## src/rtl/spart_pkg.sv

```systemverilog
// Shared definitions for the SPART baud-rate-generator configuration controller:
// FSM state encoding, preset divisors and default limits.
package spart_pkg;

    typedef enum logic [2:0] {
        ST_IDLE       = 3'd0,
        ST_CHECK      = 3'd1,
        ST_WAIT_QUIET = 3'd2,
        ST_LOAD_HIGH  = 3'd3,
        ST_LOAD_LOW   = 3'd4,
        ST_SETTLE     = 3'd5,
        ST_DONE       = 3'd6
    } state_t;

    // Divisors for 4800 / 9600 / 19200 / 38400 baud
    localparam logic [15:0] DIV_4800  = 16'h0516;
    localparam logic [15:0] DIV_9600  = 16'h028B;
    localparam logic [15:0] DIV_19200 = 16'h0145;
    localparam logic [15:0] DIV_38400 = 16'h00A2;

    localparam int unsigned MIN_DIV_DEFAULT    = 16;
    localparam logic [16:0] SETTLE_MAX_DEFAULT = 17'd65540;

endpackage

```

## src/rtl/spart_baud_rom.sv

```systemverilog
// Preset lookup: maps the 2-bit baud selector onto its 16-bit divisor.
module spart_baud_rom
    import spart_pkg::*;
(
    input  logic [1:0]  baud_sel_i,
    output logic [15:0] divisor_o
);

    always_comb begin
        divisor_o = DIV_4800;
        case (baud_sel_i)
            2'd0: divisor_o = DIV_4800;
            2'd1: divisor_o = DIV_9600;
            2'd2: divisor_o = DIV_19200;
            2'd3: divisor_o = DIV_38400;
            default: divisor_o = DIV_4800;
        endcase
    end

endmodule

```

## src/rtl/spart_brg_ctrl.sv

```systemverilog
// Configuration sequencer for the SPART baud-rate generator: validates a divisor,
// waits for the serial engines to go quiet, loads it bytewise and waits for a tick.
module spart_brg_ctrl
    import spart_pkg::*;
#(
    parameter int unsigned MIN_DIV    = MIN_DIV_DEFAULT,
    parameter logic [16:0] SETTLE_MAX = SETTLE_MAX_DEFAULT
) (
    input  logic        clk,
    input  logic        rst,
    input  logic        cfg_req,
    input  logic        cfg_use_preset,
    input  logic [1:0]  baud_sel,
    input  logic [15:0] cfg_divisor,
    input  logic        tx_busy,
    input  logic        rx_busy,
    input  logic        tx_enable,
    output logic        brg_load_high,
    output logic        brg_load_low,
    output logic [7:0]  brg_data,
    output logic        cfg_busy,
    output logic        cfg_ack,
    output logic        cfg_err,
    output logic        brg_valid
);

    localparam logic [15:0] MIN_DIV_W = MIN_DIV[15:0];

    state_t      state_q, state_d;
    logic [15:0] div_q, div_d;
    logic [16:0] cnt_q, cnt_d;
    logic        valid_q, valid_d;
    logic        err_d, err_q;
    logic        load_high_d, load_high_q;
    logic        load_low_d, load_low_q;
    logic [7:0]  data_d, data_q;
    logic        busy_d, busy_q;
    logic        ack_d, ack_q;
    logic [15:0] rom_div;

    spart_baud_rom u_rom (
        .baud_sel_i (baud_sel),
        .divisor_o  (rom_div)
    );

    always_comb begin
        state_d = state_q;
        div_d   = div_q;
        cnt_d   = cnt_q;
        valid_d = valid_q;
        err_d   = 1'b0;
        case (state_q)
            ST_IDLE: begin
                if (cfg_req) begin
                    div_d   = cfg_use_preset ? rom_div : cfg_divisor;
                    state_d = ST_CHECK;
                end
            end
            ST_CHECK: begin
                if (div_q < MIN_DIV_W) begin
                    state_d = ST_DONE;
                    err_d   = 1'b1;
                end else begin
                    state_d = ST_WAIT_QUIET;
                end
            end
            ST_WAIT_QUIET: begin
                if (!tx_busy && !rx_busy) begin
                    state_d = ST_LOAD_HIGH;
                    valid_d = 1'b0;
                end
            end
            ST_LOAD_HIGH: state_d = ST_LOAD_LOW;
            ST_LOAD_LOW: begin
                state_d = ST_SETTLE;
                cnt_d   = '0;
            end
            ST_SETTLE: begin
                cnt_d = cnt_q + 17'd1;
                // A tick on the last counted cycle still counts as success.
                if (tx_enable) begin
                    state_d = ST_DONE;
                    valid_d = 1'b1;
                end else if (cnt_q + 17'd1 == SETTLE_MAX) begin
                    state_d = ST_DONE;
                    err_d   = 1'b1;
                end
            end
            ST_DONE:  state_d = ST_IDLE;
            default:  state_d = ST_IDLE;
        endcase
    end

    // Outputs are registered from the next state so they line up with the state register.
    always_comb begin
        load_high_d = (state_d == ST_LOAD_HIGH);
        load_low_d  = (state_d == ST_LOAD_LOW);
        busy_d      = (state_d != ST_IDLE);
        ack_d       = (state_d == ST_DONE);
        data_d      = 8'h00;
        if (load_high_d) begin
            data_d = div_d[15:8];
        end else if (load_low_d) begin
            data_d = div_d[7:0];
        end
    end

    always_ff @(posedge clk or posedge rst) begin
        if (rst) begin
            state_q     <= ST_IDLE;
            div_q       <= '0;
            cnt_q       <= '0;
            valid_q     <= 1'b0;
            err_q       <= 1'b0;
            load_high_q <= 1'b0;
            load_low_q  <= 1'b0;
            data_q      <= '0;
            busy_q      <= 1'b0;
            ack_q       <= 1'b0;
        end else begin
            state_q     <= state_d;
            div_q       <= div_d;
            cnt_q       <= cnt_d;
            valid_q     <= valid_d;
            err_q       <= err_d;
            load_high_q <= load_high_d;
            load_low_q  <= load_low_d;
            data_q      <= data_d;
            busy_q      <= busy_d;
            ack_q       <= ack_d;
        end
    end

    assign brg_load_high = load_high_q;
    assign brg_load_low  = load_low_q;
    assign brg_data      = data_q;
    assign cfg_busy      = busy_q;
    assign cfg_ack       = ack_q;
    assign cfg_err       = err_q;
    assign brg_valid     = valid_q;

endmodule

```

## config.mk

```make
export PLATFORM = sky130hd
export DESIGN_NAME = spart_brg_ctrl
export DESIGN_NICKNAME = d
export VERILOG_FILES = /design/src/rtl/spart_pkg.sv /design/src/rtl/spart_baud_rom.sv /design/src/rtl/spart_brg_ctrl.sv
export SDC_FILE = /design/constraint.sdc
export NUM_CORES = 1
export LEC_CHECK = 0
export BUFFER_PORTS_ARGS = -buffer_cell sky130_fd_sc_hd__buf_4
export CAP_MARGIN = 10
export CORE_MARGIN = 5
export CORE_UTILIZATION = 43
export CTS_BUF_LIST = sky130_fd_sc_hd__clkbuf_8
export DETAILED_ROUTE_END_ITERATION = 7
export PLACE_DENSITY = 0.59
export SLEW_MARGIN = 40
export SYNTH_ARGS = -nofsm -noshare
export SYNTH_HDL_FRONTEND = slang
export SYNTH_HIERARCHICAL = 1
export SYNTH_SLANG_ARGS = --single-unit
```

## constraint.sdc

```tcl
create_clock -name clk -period 2.4 [get_ports clk]
set_clock_uncertainty 0.05 [all_clocks]
set_input_delay 0.36 -clock clk [delete_from_list [all_inputs] [get_ports clk]]
set_output_delay 0.36 -clock clk [all_outputs]
set_load 0.01 [all_outputs]
```

==> results of run 1 <==
## worst register-to-register path, stage by stage, from the launching register on
cell      delay [ns]
dfrtp_1         0.43
ha_1            0.28
nand2b_4        0.06
or3_1           0.29
or4b_1          0.49
a21oi_2         0.21
nand3_1         0.12
o31ai_1         0.25
## state kept, by name, indices dropped and copies added, names as in the netlist
register	flops
brg_data	8
brg_load_high	1
brg_load_low	1
brg_valid	1
cfg_ack	1
cfg_busy	1
cfg_err	1
cnt_q	17
div_q	16
state_q	3
## power by group through the flow
stage               Sequential [mW]  Clock, mW  Combinational [mW]
CTS                            1.27      0.648               0.860
global placement               1.28          0               0.847
global route                   1.30      0.688               0.947
finish                         1.27      0.632               0.842
detailed placement             1.28          0               0.858
floorplan                      1.23          0               0.579
## cells in the mapped netlist, types with 6 or more instances
cell,number
nand3_1,8
mux2i_1,16
inv_1,7
o21ai_0,16
a22o_1,8
dfrtp_1,50
a21oi_1,21
clkbuf_1,11
buf_4,8
o31ai_1,9
a21o_1,6
nand4_1,7
nor2_1,30
ha_1,6
nand2_1,22
## through the flow
step | hold slack, ns | std cells | total power, mW | utilization, %
global route | 0.0699 | 382 | 2.93 | 52.4
global placement | 0.396 | 374 | 2.13 | 50.3
detailed placement | 0.396 | 374 | 2.14 | 50.3
CTS | 0.0555 | 382 | 2.77 | 52.4
floorplan | 0.406 | 277 | 1.81 | -
finish | 0.0417 | 382 | 2.74 | 52.4
## path summary, 6_finish.rpt
check	startpoint	endpoint	slack, ns	cells past startpoint
max	cnt_q[0]$_DFFE_PP0P_	cfg_err$_DFF_PP0_	0.12	7
min	rst	brg_data[6]$_DFF_PP0_	0.04	2
max reg2reg	cnt_q[0]$_DFFE_PP0P_	cfg_err$_DFF_PP0_	0.12	7
min reg2reg	brg_valid$_DFFE_PP0P_	brg_valid$_DFFE_PP0P_	0.46	2
max in group asynchronous	rst	cfg_busy$_DFF_PP0_	1.74	3
min in group clk	tx_enable	cfg_err$_DFF_PP0_	0.24	2
## cell type report
| class | count | share of cell area [%] |
|---|---|---|
| Multi-Input combinational cell | 195 | 40.7 |
| Sequential cell | 50 | 40.1 |
| Timing Repair Buffer | 45 | 11.2 |
| Tap cell | 75 | 3.01 |
| Clock buffer | 6 | 2.65 |
| Clock inverter | 2 | 1.24 |
| Inverter | 9 | 1.08 |
## layer usage
layer  share of wire, %  GRT usage (%)  vias up
met2                 49           26.9       33
met4                1.0           4.53        0
met5                  0              0        -
li1                   -              -     1031
met1                 46           20.6      960
met3                3.8           4.47        7
## cells by family after synthesis
kind of cell,after synthesis,share of synthesized area [%]
mux,16,6.04
fa+ha+maj,6,2.83
flops,50,47.2
simple gates,94,19.4
xor+xnor,4,1.32
buf+inv,32,5.85
other cells,1,0.142
compound gates,70,17.2
==> run metrics, run 1 <==
status finished, final reports clean; clk sinks 50; Hold-fix buffers, CTS 0; first-pass GRT wire length a little under 10,000 µm; Max stage delay on crit path between 0.4 and 0.5 ns; sequential share of the synthesized area 47.2%; ratio of cells with drive above 1 in the final layout about 22%; Syn Area/Cell about 9.7 µm²; Starting Density between 40 and 50%; Iteration-0 DRC Markers 125; startpoint types flop; Critical Path RT around 2.6 ns; flops & latches, synth 50; die area 7830 µm²; Max FO, Critical Path 6; DRT Wirelength between 5000 and 6000 µm; ys flop type dfrtp_1; top cell type's share of synthesized area between 40% and 50%; Yosys Warn Count 6; CP endpoint kind flop; most frequent cells in the layout dfrtp_1 (50), buf_4 (44), nor2_1 (30); Cell Chain, Critical Path ha_1, nand2b_4, or3_1, or4b_1, a21oi_2, nand3_1, o31ai_1; worst vdd ir 0.510 mV; vias per std cell about 5.3; placed cell areas approximately 3000 µm²; final worst slack around 0.12 ns; Setup WS pre-CTS 0.216 ns; vias 2,031; NetSw ~0.95 mW; die height around 90 µm; Clock Latency Late Sink 0.30 ns; post-layout net count 337; Max Freq approximately 440 MHz; diode count 0; Remaining Overflow, GRT 0; final-layout fill cell count 581; worst slew pin tran 0.596 ns; Clk network pwr share 23.0%; Post-route DRC 0; port buffer count 38; TritonCTS Buffers 5; TritonRoute pass-1 iters 4; Sw Share between 30% and 40%; clock root buffer clkbuf_8; setup repair bufs after CTS 0; htree depth 2; worst path bufs/invs 0; RSZ-0062 raised after global routing false; Fin Setup TNS 0 ns; clk buf depth 2; Mapped Area ~2700 µm²; critical path data arrival time roughly 2.4 ns; library cells used by synthesis 47; Area contributors post-synth dfrtp_1 (47%), mux2i_1 (6.0%), nor2_1 (4.2%); Syn Inst Count 273; Routed wire per std cell around 15 µm; slew margin rel. between 60% and 70%; hold violation count in the final report 0; Die Wd 88.5 µm; slowest CP cell or4b_1; footprint of the multi-input gates approximately 1300 µm²; fraction of registers with async set/reset between 90% and 100%; antenna violations before repair 0; Placer Congestion about 0.8; post-layout min period around 2.3 ns; DP Wirelength 4130 µm; power per cell area just under 900 nW/µm²; post-route cell area 3120 µm²; vias in the first global route roughly 2,000; Final ANT Viol Nets 0; Max Cap Violations 0; Final period util 95.0%; Final setup viols 0; GRT Util Overall about 16%; row count 28; post-CTS resize count 0; IO Pins 39; CTS clk-pin slew, worst paths ~0.09 ns; max-slew violations 0; Synth area leader dfrtp_1; Syn-to-layout area delta 17.7%; leading cell type in the layout, fill and taps excluded dfrtp_1; Top Family by Delay on Critical Path simple AND/OR/NAND/NOR gates; area of the core around 6000 µm²; TritonCTS clock tree done; Logic pwr share between 30% and 40%; Hold WC Path Type input port to async pin; FF/Latch Area approximately 1300 µm²; Post-synth EDFFs 0; kind of critical path flop to flop; Lkg Pwr 1.44 nW; largest net degree at the start of global routing 33; sequential power share 46.2%; Int Pwr 1.79 mW
No activity file was read; power rests on OpenSTA's default activity.
==> inputs of run 2 (changes only) <==
==> constraint.sdc (replaced) <==
create_clock -name clk -period 2.4 [get_ports clk]
set_clock_uncertainty 0.05 [all_clocks]
set_input_delay 0.6 -clock clk [delete_from_list [all_inputs] [get_ports clk]]
set_output_delay 0.6 -clock clk [all_outputs]
set_load 0.01 [all_outputs]
==> run 2 against run 1 <==
- hold slack better by 0.24 ns
- non-clock buffer count is 1 lower
- first-iteration DRC count up 2.4%
- combinational power barely moved
- global-route usage shrank 0.49 points
- flip-flop and latch count unchanged
- cell area shrank 0.24%
- register-to-register slack better by 0.08 ns
- maximum frequency grew 3.5%
- highest routed layer unchanged
==> run metrics, run 2 (same netlist as run 1, synthesis figures left out) <==
status finished, final reports clean; GRT busiest layer met2; area of the core just under 6000 µm²; max-slew violations 0; Setup WS pre-CTS roughly 0.22 ns; post-CTS resize count 0; worst vdd ir 0.438 mV; vias 2,059; Clock Latency Late Sink roughly 0.3 ns; placed cell count approximately 370; leading cell type in the layout, fill and taps excluded dfrtp_1; Non-Filler Instances ~380; final worst slack 0.197 ns; Top Family by Delay on Critical Path simple AND/OR/NAND/NOR gates; Max Freq ~450 MHz; diode count 0; clk buf depth 2; startpoint types flop; antenna violations before repair 0; most frequent cells in the layout dfrtp_1 (50), buf_4 (43), nor2_1 (30); htree depth 2; Placer Congestion ~0.75; post-layout min period 2.20 ns; worst slew pin tran 0.552 ns; TritonCTS Buffers 5; slew margin rel. between 60% and 70%; Hold WC Path Type input port to async pin; Final setup viols 0; die height around 89 µm; row count 28; Routed wire per std cell around 14 µm; Critical Path RT 2.53 ns; power per cell area around 880 nW/µm²; CP endpoint kind flop; Post-route DRC 0; Lkg Pwr about 1.4 nW; hold slack final approximately 0.28 ns; Cell Chain, Critical Path ha_1, nand2b_4, or3_1, or4b_1, a21oi_2, a311o_2, o211ai_2; worst path bufs/invs 0; worst r2r path cells 7; DRT Wirelength 5440 µm; TritonRoute pass-1 iters 4; final core occ around 52%; DP Wirelength around 3900 µm; port buffer count 38; max reg flops 17; Max FO, Critical Path 6; grt met1 use between 20% and 30%; Final period util 91.8%; Final ANT Viol Nets 0; setup repair bufs after CTS 0; RSZ-0062 raised after global routing false; vias per std cell between 5 and 6; ratio of cells with drive above 1 in the final layout 22.2%; Worst R2R End state_q[0]$_DFF_PP0_; TritonCTS clock tree done; Max stage delay on crit path a little under 0.5 ns; r2r startpoint cnt_q[0]$_DFFE_PP0P_; hold violation count in the final report 0; clk sinks 50; clock root buffer clkbuf_8; post-layout net count about 340; Max Cap Violations 0; GRT Util Overall 15.6%; Fin Setup TNS 0 ns; Largest Register cnt_q; Iteration-0 DRC Markers 128; Worst R2R Setup Slack around 0.20 ns; GR Util met3 around 3.9%; Die Wd ~89 µm; first-pass GRT wire length 9650 µm; vias in the first global route 2,092; die area between 7000 and 8000 µm²; critical path data arrival time 2.34 ns; met2 Use GR 26.9%; slowest CP cell or4b_1; Syn-to-layout area delta 17.4%; CTS clk-pin slew, worst paths 0.10 ns; Remaining Overflow, GRT 0; kind of critical path flop to flop; Starting Density between 40% and 50%; IO Pins 39; largest net degree at the start of global routing a little over 50; Hold-fix buffers, CTS 0
==> run 2: cell types whose count changed in the layout (fill, tap and decap cells not counted) <==
cell / before / now
buf_4: 44 / 43
==> run 2: worst reg2reg max path, delay by kind of cell, from the launching register on <==
kind	cells	cell delay [ns]
AO/OA/AOI/OAI	3	0.49
adder cells (fa/ha/maj)	1	0.28
flip-flops	1	0.43
AND/OR/NAND/NOR	3	0.84
==> run 2: worst max path at each step <==
stage | from | to | slack (ns) | cells past startpoint
after floorplan | cnt_q[0]$_DFFE_PP0P_ | state_q[0]$_DFF_PP0_ | 0.35 | 7
after global placement | cnt_q[0]$_DFFE_PP0P_ | state_q[0]$_DFF_PP0_ | 0.28 | 7
after detailed placement | cnt_q[0]$_DFFE_PP0P_ | state_q[0]$_DFF_PP0_ | 0.22 | 7
after CTS | cnt_q[0]$_DFFE_PP0P_ | state_q[0]$_DFF_PP0_ | 0.20 | 7
after global routing | cnt_q[0]$_DFFE_PP0P_ | state_q[1]$_DFF_PP0_ | 0.09 | 7
final | cnt_q[0]$_DFFE_PP0P_ | state_q[0]$_DFF_PP0_ | 0.20 | 7
==> run 2: where the power goes <==
group,internal (mW),switching [mW],total [mW]
Combinational,0.370,0.470,0.840
Sequential,1.08,0.183,1.26
Clock,0.343,0.294,0.637
==> run 2: area by class of cell <==
type,count,area [µm²]
Fill cell,572,2850
Multi-Input combinational cell,195,1270
Sequential cell,50,1250
Timing Repair Buffer,44,343
Tap cell,75,93.8
Clock buffer,6,82.6
Clock inverter,2,38.8
Inverter,9,33.8
==> run 2: per-stage QoR <==
step	total power, mW	cell area (µm²)
finish	2.74	3110
detailed placement	2.13	2990
floorplan	1.81	2670
CTS	2.77	3110
global route	2.94	3110
global placement	2.12	2990
==> run 2: layer usage <==
| layer | part of all wire, % | vias up |
|---|---|---|
| met5 | 0 | - |
| met4 | 0.74 | 0 |
| met3 | 3.8 | 4 |
| met2 | 49 | 31 |
| met1 | 46 | 996 |
| li1 | - | 1028 |
